`config.mk`:
```
export PLATFORM = sky130hd
export DESIGN_NAME = generic_bram_fifo
export DESIGN_NICKNAME = d
export VERILOG_FILES = /design/src/rtl/generic_bram_fifo_pkg.sv /design/src/rtl/generic_bram_fifo_obuf.sv /design/src/rtl/generic_bram_fifo.sv
export SDC_FILE = /design/constraint.sdc
export NUM_CORES = 1
export LEC_CHECK = 0
export BUFFER_PORTS_ARGS = -buffer_cell sky130_fd_sc_hd__buf_2
export CAP_MARGIN = 40
export CELL_PAD_IN_SITES_DETAIL_PLACEMENT = 0
export CELL_PAD_IN_SITES_GLOBAL_PLACEMENT = 1
export CORE_MARGIN = 8
export CORE_UTILIZATION = 41
export DETAILED_ROUTE_END_ITERATION = 16
export PLACE_DENSITY_LB_ADDON = 0.1
export SLEW_MARGIN = 5
export SYNTH_ARGS = -nofsm -noshare
export SYNTH_HDL_FRONTEND = slang
export SYNTH_SLANG_ARGS = --single-unit
```
`constraint.sdc`:
```
create_clock -name clk -period 7.5 [get_ports clk]
set_input_delay 0.375 -clock clk [delete_from_list [all_inputs] [get_ports clk]]
set_output_delay 0.375 -clock clk [all_outputs]
set_load 0.005 [all_outputs]
```
`src/rtl/generic_bram_fifo_pkg.sv`:
```
// generic_bram_fifo_pkg
// Shared constants and width helpers for the BRAM-backed valid/ready FIFO.
//   OBUF_N      : depth of the registered output buffer behind the BRAM.
//   BRAM_RD_LAT : BRAM port B read latency the controller is built around.
//   ptr_w()     : read/write pointer width (address bits plus wrap bit).
//   level_w()   : width of the total-occupancy count (covers WORDS_N + OBUF_N).
package generic_bram_fifo_pkg;

  localparam int OBUF_N      = 2;
  localparam int BRAM_RD_LAT = 1;

  function automatic int ptr_w(input int words);
    return $clog2(words) + 1;
  endfunction

  function automatic int level_w(input int words);
    return $clog2(words) + 2;
  endfunction

endpackage

```
`src/rtl/generic_bram_fifo_obuf.sv`:
```
// generic_bram_fifo_obuf
// Two-entry registered FIFO that sits behind the BRAM read port so the head
// word is always presented from a flop.
// Ports:
//   clk, rst  : rising-edge clock, synchronous active-high reset (count only)
//   push      : write push_dat (caller guarantees room after this cycle's pop)
//   push_dat  : word to append
//   pop       : drop the head entry (caller guarantees count != 0)
//   head_dat  : oldest entry
//   count     : number of valid entries, 0..OBUF_N
module generic_bram_fifo_obuf
  import generic_bram_fifo_pkg::*;
#(
  parameter int WORD_W = 32,
  localparam int CNT_W = $clog2(OBUF_N + 1)
) (
  input  logic              clk,
  input  logic              rst,
  input  logic              push,
  input  logic [WORD_W-1:0] push_dat,
  input  logic              pop,
  output logic [WORD_W-1:0] head_dat,
  output logic [CNT_W-1:0]  count
);

  logic [WORD_W-1:0] slot0;
  logic [WORD_W-1:0] slot1;

  always_ff @(posedge clk) begin
    if (rst) begin
      count <= '0;
    end else begin
      case ({push, pop})
        2'b10:   count <= count + CNT_W'(1);
        2'b01:   count <= count - CNT_W'(1);
        default: count <= count;
      endcase
    end
  end

  // Data slots carry no reset; validity is tracked by count alone.
  // slot0 is always the head, so a pop shifts slot1 forward and a
  // simultaneous push lands behind whatever remains.
  always_ff @(posedge clk) begin
    if (pop) begin
      if (push && count == CNT_W'(1)) slot0 <= push_dat;
      else                            slot0 <= slot1;
      if (push && count == CNT_W'(2)) slot1 <= push_dat;
    end else if (push) begin
      if (count == '0) slot0 <= push_dat;
      else             slot1 <= push_dat;
    end
  end

  assign head_dat = slot0;

endmodule

```
`src/rtl/generic_bram_fifo.sv`:
```
// generic_bram_fifo
// Initiator-side controller turning a dual-port generic BRAM (port A write,
// port B read, 1-cycle read latency) into a valid/ready FIFO. A 2-entry
// output buffer hides the read latency and keeps out_dat registered.
// Optional build macro: GENERIC_BRAM_FIFO_BYPASS_EN -- when the BRAM and the
// read pipe are empty, a push goes straight into the output buffer.
// Ports:
//   clk, rst                    : clock, synchronous active-high reset
//   in_vld/in_dat/in_rdy        : push side
//   out_vld/out_dat/out_rdy     : pop side (out_dat from a flop)
//   level                       : entries held in BRAM + read pipe + buffer
//   cea/addra/dina/rnwa         : BRAM port A (write only)
//   ceb/addrb/dinb/rnwb/doutb   : BRAM port B (read only)
module generic_bram_fifo
  import generic_bram_fifo_pkg::*;
#(
  parameter int WORD_W  = 32,
  parameter int WORDS_N = 256,
  localparam int ADDR_W = $clog2(WORDS_N)
) (
  input  logic              clk,
  input  logic              rst,
  input  logic              in_vld,
  input  logic [WORD_W-1:0] in_dat,
  output logic              in_rdy,
  output logic              out_vld,
  output logic [WORD_W-1:0] out_dat,
  input  logic              out_rdy,
  output logic [ADDR_W+1:0] level,
  output logic              cea,
  output logic [ADDR_W-1:0] addra,
  output logic [WORD_W-1:0] dina,
  output logic              rnwa,
  output logic              ceb,
  output logic [ADDR_W-1:0] addrb,
  output logic [WORD_W-1:0] dinb,
  output logic              rnwb,
  input  logic [WORD_W-1:0] doutb
);

  localparam int PTR_W = ptr_w(WORDS_N);
  localparam int LVL_W = level_w(WORDS_N);

  if (WORDS_N < 2 || (WORDS_N & (WORDS_N - 1)) != 0) begin : g_bad_depth
    $error("generic_bram_fifo: WORDS_N must be a power of two >= 2");
  end
  if (BRAM_RD_LAT != 1) begin : g_bad_lat
    $error("generic_bram_fifo: read pipe is built for a 1-cycle BRAM");
  end

  logic [PTR_W-1:0]  wptr;
  logic [PTR_W-1:0]  rptr;
  logic [PTR_W-1:0]  occ;
  logic              rd_inflight;
  logic [1:0]        buf_count;
  logic              push;
  logic              pop;
  logic              bypass;
  logic              rd_issue;
  logic [2:0]        room_need;
  logic              obuf_push;
  logic [WORD_W-1:0] obuf_dat;

  // occ only sees writes committed in earlier cycles, so a read never hits
  // the address being written in the same cycle.
  assign occ       = wptr - rptr;
  assign out_vld   = !rst && (buf_count != '0);
  assign pop       = out_vld && out_rdy;
  assign in_rdy    = !rst && (occ != PTR_W'(WORDS_N));
  assign push      = in_vld && in_rdy;
  assign room_need = {1'b0, buf_count} + {2'b00, rd_inflight} - {2'b00, pop};
  assign rd_issue  = !rst && (occ != '0) && (room_need < 3'd2);

`ifdef GENERIC_BRAM_FIFO_BYPASS_EN
  // With nothing in the BRAM or read pipe, ordering cannot be violated by
  // skipping the BRAM.
  assign bypass = push && (occ == '0) && !rd_inflight && (room_need < 3'd2);
`else
  assign bypass = 1'b0;
`endif

  // Stage 0: write port A / issue read on port B
  assign cea   = push && !bypass;
  assign addra = wptr[ADDR_W-1:0];
  assign dina  = in_dat;
  assign rnwa  = 1'b0;
  assign ceb   = rd_issue;
  assign addrb = rptr[ADDR_W-1:0];
  assign dinb  = '0;
  assign rnwb  = 1'b1;

  always_ff @(posedge clk) begin
    if (rst) begin
      wptr        <= '0;
      rptr        <= '0;
      rd_inflight <= 1'b0;
    end else begin
      if (cea)      wptr <= wptr + PTR_W'(1);
      if (rd_issue) rptr <= rptr + PTR_W'(1);
      rd_inflight <= rd_issue;
    end
  end

  // Stage 1: BRAM data returns and is captured into the output buffer
  assign obuf_push = rd_inflight || bypass;
  assign obuf_dat  = rd_inflight ? doutb : in_dat;

  generic_bram_fifo_obuf #(.WORD_W(WORD_W)) u_obuf (
    .clk      (clk),
    .rst      (rst),
    .push     (obuf_push),
    .push_dat (obuf_dat),
    .pop      (pop),
    .head_dat (out_dat),
    .count    (buf_count)
  );

  assign level = rst ? '0
                     : LVL_W'(occ) + LVL_W'(rd_inflight) + LVL_W'(buf_count);

endmodule

```
Yosys cells after proc, flatten, opt, wreduce, memory -nomap -nowiden. Index checks and enable logic that the tools add are counted.

Bits in registers: 85. Logic and storage cells: 51.

Eq/ne operators: 7. $add $sub $neg: 9. Reductions and logical operators: 17. Order comparisons: 1. Muxes and demuxes: 11.

Operators by type and width (count): two-way mux 32 bit (9); adder 9 x 1 -> 9 bit, second input constant (2); adder 10 x 2 -> 10 bit (1); adder 9 x 1 -> 10 bit (1); two-way mux 10 bit (1); != test 9 bit, second input constant (1); nonzero test 9 bit (1); subtractor 9 bit (1); logical AND 1 bit (8); nonzero test 2 bit (4); == test 2 x 1 -> 1 bit, second input constant (2); == test 2 bit, second input constant (2); case mux 2 bit (2 select lines) (1); adder 2 x 1 -> 3 bit (1); < comparator 3 x 2 -> 1 bit, second input constant (1); AND reduction 3 bit (1); subtractor 3 x 1 -> 3 bit (1); adder 2 x 1 -> 2 bit, second input constant (1); logical NOT 2 bit (1); != test 2 x 1 -> 1 bit, second input constant (1); != test 2 bit, second input constant (1); AND reduction 2 bit (1); subtractor 2 x 1 -> 2 bit, second input constant (1); logical NOT 1 bit (1).

Longest topological paths before layout.
Depth in word-level cells: 6. Depth in mapped cells: 13. Gate-level depth less buffers: 12.

Modules after synthesis. Synthesis repeated with hierarchy kept, for this count alone.

Cells, all modules: 453. Area total of the unflattened synthesis: 5188.7 um^2.

By module, submodules not included: generic_bram_fifo (times used 1, cells each 333, area an instance 2681.3 um^2); generic_bram_fifo_obuf (times used 1, cells each 120, area an instance 2507.4 um^2).

Worst setup path before layout. Ideal clock, no wire load.

Kind: flip-flop to flip-flop. Start point: reg rd_inflight (netlist: obuf_push). End point: reg u_obuf.slot1[0] (enable). Setup time: 0.461 ns. Buffers on the path: 2. Arrival time: 3.530 ns. Clock period less this slack: 3.991 ns. Data required time: 7.039 ns. Stages on the path, launching flop included: 6. Setup slack: 3.509 ns. Cell sequence: dfxtp_1 > clkbuf_1 > clkbuf_1 > inv_1 > ha_1 > nor3_1.

Cells in the longest elaborated chain, start to end: 3. Elaborated cells between the ends (all ways): 4. Those cells by class: 1 x eq/ne; 3 x reduce/logical.

RTL lines: start, declared (RTL line generic_bram_fifo.sv:54) `logic rd_inflight;`; start signal, assigned (RTL line generic_bram_fifo.sv:100) `rd_inflight <= rd_issue;`; logical AND 1 bit (RTL line generic_bram_fifo_obuf.sv:48) `if (push && count == CNT_W'(2)) slot1 <= push_dat;`; != test 2 x 1 -> 1 bit (no source line); AND reduction 3 bit (no source line) *; end signal, assigned (RTL line generic_bram_fifo_obuf.sv:48); end signal, assigned (RTL line generic_bram_fifo_obuf.sv:51) `else slot1 <= push_dat;`; end, declared (RTL line generic_bram_fifo_obuf.sv:27) `logic [WORD_W-1:0] slot1;`.

Every way passes the cells marked *; elsewhere a longest branch is shown, timed or not. A chain may end at the register's enable or synchronous reset.

Final worst setup path.
Start point: reg rptr[0]. End point: out ceb.

Cells in the longest elaborated chain, start to end: 4.

RTL lines: start, declared (RTL line generic_bram_fifo.sv:52) `logic [PTR_W-1:0] rptr;`; start signal, assigned (RTL line generic_bram_fifo.sv:99) `if (rd_issue) rptr <= rptr + PTR_W'(1);`; subtractor 9 bit (RTL line generic_bram_fifo.sv:66) `assign occ = wptr - rptr;`; nonzero test 9 bit (RTL line generic_bram_fifo.sv:72) `assign rd_issue = !rst && (occ != '0) && (room_need < 3'd2);`; logical AND 1 bit (2 in a row) (RTL line generic_bram_fifo.sv:72); end, declared (RTL line generic_bram_fifo.sv:34) `output logic ceb,`.

No other way between the ends.

==> metrics.log <==
INFO  metric outcome = finished, final reports clean
INFO  metric ctsResizeCount = 0
INFO  metric die-area = 16640 um^2
INFO  metric reg2reg_to = rptr[4]
INFO  metric timing.hold.worst.class = primary input to flop
INFO  metric cts_max_level = 3
INFO  metric ctsLongestPathBuffers = 2
INFO  metric synth_cells = roughly 460
INFO  metric critPathLaunchType = flop
INFO  metric initial_utilization = 41.66%
INFO  metric cts.reportedPaths.clkPinSlew = 0.06 ns
INFO  metric clk_root_buffer_cell = sky130_fd_sc_hd__clkbuf_16
INFO  metric dp_hpwl = 9041 um
INFO  metric core_area = about 13000 um^2
INFO  metric post_layout_inst_area = between 6000 and 7000 um^2
INFO  metric cell_internal_pwr = 0.001332 W
INFO  metric postSynthRegisterBits = 85
INFO  metric drc_violation_count_after_routing = 0
INFO  metric drt_first_pass_iters = 4
INFO  metric layout.cells.most_common_list = sky130_fd_sc_hd__buf_2, sky130_fd_sc_hd__mux2_2, sky130_fd_sc_hd__edfxtp_1, sky130_fd_sc_hd__conb_1, sky130_fd_sc_hd__nor2_1
INFO  metric port_buffers = 161
INFO  metric synth_edf_count = 64
INFO  metric multiInputGateArea = 2260 um^2
INFO  metric final_max_slew_viol_count = 0
INFO  metric cts_tree = built
INFO  metric total_leakage_power = 2.570 nW
INFO  metric timing.critical_path.max_delay_family = compound AO/OA/AOI/OAI gates
INFO  metric rsz0062_at_grt = no
INFO  metric end_kind = output pin
INFO  metric clock_insertion_delay_worst_skew = around 0.33 ns
INFO  metric die_w = approximately 130 um
INFO  metric hold_path_startpoint = doutb[19]
INFO  metric routed_wire_length = 11650 um
INFO  metric chipHeight = 129.0 um
INFO  metric drive_above_1_share = a little over two fifths
INFO  metric timing.reg2reg.setup_slack = about 4 ns
INFO  metric antenna_cells_inserted = 0
INFO  metric gr-total-overflow = 0
INFO  metric finalCriticalPeriod = approximately 3.8 ns
INFO  metric first_global_vias = around 3500
INFO  metric initial_antenna_violation_count = 0
INFO  metric synth.yosys.warnings = 0
INFO  metric finalNetCount = 659
INFO  metric max_cap_violations = 0
INFO  metric layout_commonest_cell = sky130_fd_sc_hd__buf_2
INFO  metric reg_area = 2344 um^2
INFO  metric synthArstFlopShare = 0%
INFO  metric track_usage = 13.56%
INFO  metric p_comb_share = 44.3%
INFO  metric worst_path_max_delay_cell = sky130_fd_sc_hd__a311oi_4
INFO  metric critical_path.n_buffers_inverters = 2
INFO  metric r2r_cells = 10
INFO  metric vias = 3526
INFO  metric drt_first_iter_violations = 184
INFO  metric worst_slew_pin_slew = ~0.8 ns
INFO  metric cts_setup_buffers = 0
INFO  metric report.final.hold_viol_count = 0
INFO  metric power_density = ~340 nW/um^2
INFO  metric routed_wire_length_per_instance = 15.61 um
INFO  metric peakVddDrop = about 0.00016 V
INFO  metric cp_max_fo = 16
INFO  metric tritoncts.num_buffers = 9
INFO  metric clkSinkCount = 85
INFO  metric whs_path_depth = 2
INFO  metric worst-endpoint-required = 7.12 ns
INFO  metric io_pins = 196
INFO  metric grt_first_pass_wirelength = ~18000 um
INFO  metric fmax = between 200 and 300 MHz
INFO  metric seq_area_frac_synth = 44.73%
INFO  metric worst_slew_margin_rel = 46.90%
INFO  metric detail_route.vias_per_cell = 4.727
INFO  metric rows = 41
INFO  metric post_synth_instance_area = between 5000 and 6000 um^2
INFO  metric finalWeightedCongestion = 0.8292
INFO  metric critical_path.reg2reg.startpoint = rptr[0]
INFO  metric crit_arrival = 3.44 ns
INFO  metric finalSetupViolations = 0
INFO  metric synth_ff_type = sky130_fd_sc_hd__edfxtp_1
INFO  metric area.growth.synth_to_final = 15.17%
INFO  metric fillerInstances = 1173
INFO  metric postRouteAntennaNets = 0
INFO  metric crit_type = flop to output pin
INFO  metric cp_cell_sequence = ha_1 > inv_1 > fa_1 > xor2_1 > nor4_1 > mux2i_1 > a2111oi_4 > a311oi_4 > nor2b_1 > buf_2
INFO  metric largest_net_degree_at_the_start_of_global_routing = 44
INFO  metric power.share.switching = 35.48%
INFO  metric timing.setup.tns = 0 ns
INFO  metric yosysUniqueCellTypes = 49
INFO  metric sequentialPowerShare = a little under two fifths
INFO  metric power_switching = 0.0007324 W
INFO  metric holdPathEnd = u_obuf.slot1[19]
INFO  metric pwr-share-clk = 19.0%
INFO  metric cts.hold.buffers_added = 0
INFO  metric detailed_place.area = 5773 um^2
INFO  metric critical_path.max_stage_delay = 0.72 ns
INFO  metric setup_clock_skew_after_layout = approximately 0.008 ns
INFO  metric fin_crit_sh = 50.82%
INFO  metric syn_avg_cell_area = 11.41 um^2
-- worst max-delay path by stage --
stage	start	end	slack, ns	cells after the start
floorplan	obuf_push	u_obuf.slot1[0]	3.51	5
global placement	rst	ceb	3.99	11
detailed placement	rst	ceb	3.89	11
CTS	rptr[0]	ceb	3.65	10
global route	rptr[0]	ceb	3.37	10
finish	rptr[0]	ceb	3.69	10
-- cells by family after synthesis --
group,after synthesis,synth area share [%]
and+or+nand+nor,101,9.988
DFF,85,44.73
muxes,74,15.84
adders and majority gates,21,5.591
AOI/OAI and AO/OA,41,6.213
other,2,0.1434
buffers and inverters,118,14.65
xor gates and xnor gates,17,2.843
-- cell usage after synthesis (3+ instances only) --
cell / number / area, um^2
sky130_fd_sc_hd__a21o_1: 7 / 52.55
sky130_fd_sc_hd__a21oi_1: 15 / 75.07
sky130_fd_sc_hd__and3_1: 4 / 25.02
sky130_fd_sc_hd__buf_1: 5 / 18.77
sky130_fd_sc_hd__buf_4: 82 / 615.6
sky130_fd_sc_hd__clkbuf_1: 7 / 26.28
sky130_fd_sc_hd__dfxtp_1: 21 / 420.4
sky130_fd_sc_hd__edfxtp_1: 64 / 1922
sky130_fd_sc_hd__fa_1: 4 / 80.08
sky130_fd_sc_hd__ha_1: 17 / 212.7
sky130_fd_sc_hd__inv_1: 21 / 78.83
sky130_fd_sc_hd__mux2_1: 7 / 78.83
sky130_fd_sc_hd__mux2_2: 64 / 720.7
sky130_fd_sc_hd__mux2i_1: 3 / 30.03
sky130_fd_sc_hd__nand2_1: 12 / 45.04
sky130_fd_sc_hd__nand3_1: 14 / 70.07
sky130_fd_sc_hd__nand4_1: 5 / 31.28
sky130_fd_sc_hd__nor2_1: 33 / 123.9
sky130_fd_sc_hd__nor2b_1: 12 / 75.07
sky130_fd_sc_hd__nor3_1: 5 / 25.02
sky130_fd_sc_hd__nor4_1: 4 / 25.02
sky130_fd_sc_hd__o21ai_0: 4 / 20.02
sky130_fd_sc_hd__xnor2_1: 11 / 96.34
sky130_fd_sc_hd__xor2_1: 6 / 52.55
-- power groups by stage --
stage | logic [W] | registers (W) | clock network (W)
final | 0.000914 | 0.000757 | 0.000393
after detailed placement | 0.000925 | 0.000771 | 0
after global placement | 0.000867 | 0.000780 | 0
after CTS | 0.000931 | 0.000761 | 0.000406
after floorplan | 0.000656 | 0.000762 | 0
after global routing | 0.00101 | 0.000776 | 0.000423
-- per-stage QoR --
stage | hold slack (ns) | instances | power (W) | worst slack (ns) | util (%)
after floorplan | 0.5237 | 491 | 0.001419 | 3.509 | -
after global placement | 0.5289 | 729 | 0.001647 | 3.987 | 45.50
after detailed placement | 0.5334 | 731 | 0.001696 | 3.887 | 45.93
after CTS | 0.3474 | 746 | 0.002097 | 3.651 | 47.98
after global routing | 0.3588 | 746 | 0.002212 | 3.371 | 47.98
final | 0.3622 | 746 | 0.002064 | 3.689 | 47.98
-- worst reg2reg max path: stages, from the launching register on --
cell	delay (ns)
sky130_fd_sc_hd__dfxtp_1	0.45
sky130_fd_sc_hd__ha_1	0.21
sky130_fd_sc_hd__inv_1	0.05
sky130_fd_sc_hd__fa_1	0.41
sky130_fd_sc_hd__xor2_1	0.46
sky130_fd_sc_hd__nor4_1	0.09
sky130_fd_sc_hd__mux2i_1	0.26
sky130_fd_sc_hd__a2111oi_4	0.12
sky130_fd_sc_hd__a311oi_4	0.72
sky130_fd_sc_hd__nand4_1	0.18
sky130_fd_sc_hd__mux2_1	0.34
-- metal layers --
metal | global-route usage (%) | part of all wire (%) | up-vias | routed length [um]
met3 | 3.615 | 7.9 | 6 | 922
met2 | 21.64 | 46 | 127 | 5311
li1 | - | - | 1730 | -
met4 | 4.354 | 0.82 | 0 | 95
met1 | 17.52 | 46 | 1663 | 5319
met5 | 0 | 0 | - | 0
-- layout make-up --
| type | count | share of cell area (%) |
|---|---|---|
| Clock buffer | 10 | 3.797 |
| Clock inverter | 5 | 0.4772 |
| Inverter | 21 | 1.307 |
| Multi-Input combinational cell | 288 | 37.47 |
| Sequential cell | 85 | 38.86 |
| Tap cell | 172 | 3.568 |
| Timing Repair Buffer | 165 | 14.52 |
-- state kept, by name (all words and copies together) (netlist names) --
register / cells
obuf_push: 1
u_obuf.slot1: 32
wptr: 9
rptr: 9
u_obuf.count: 2
u_obuf.head_dat: 32
No activity file was read; power rests on OpenSTA's default activity.
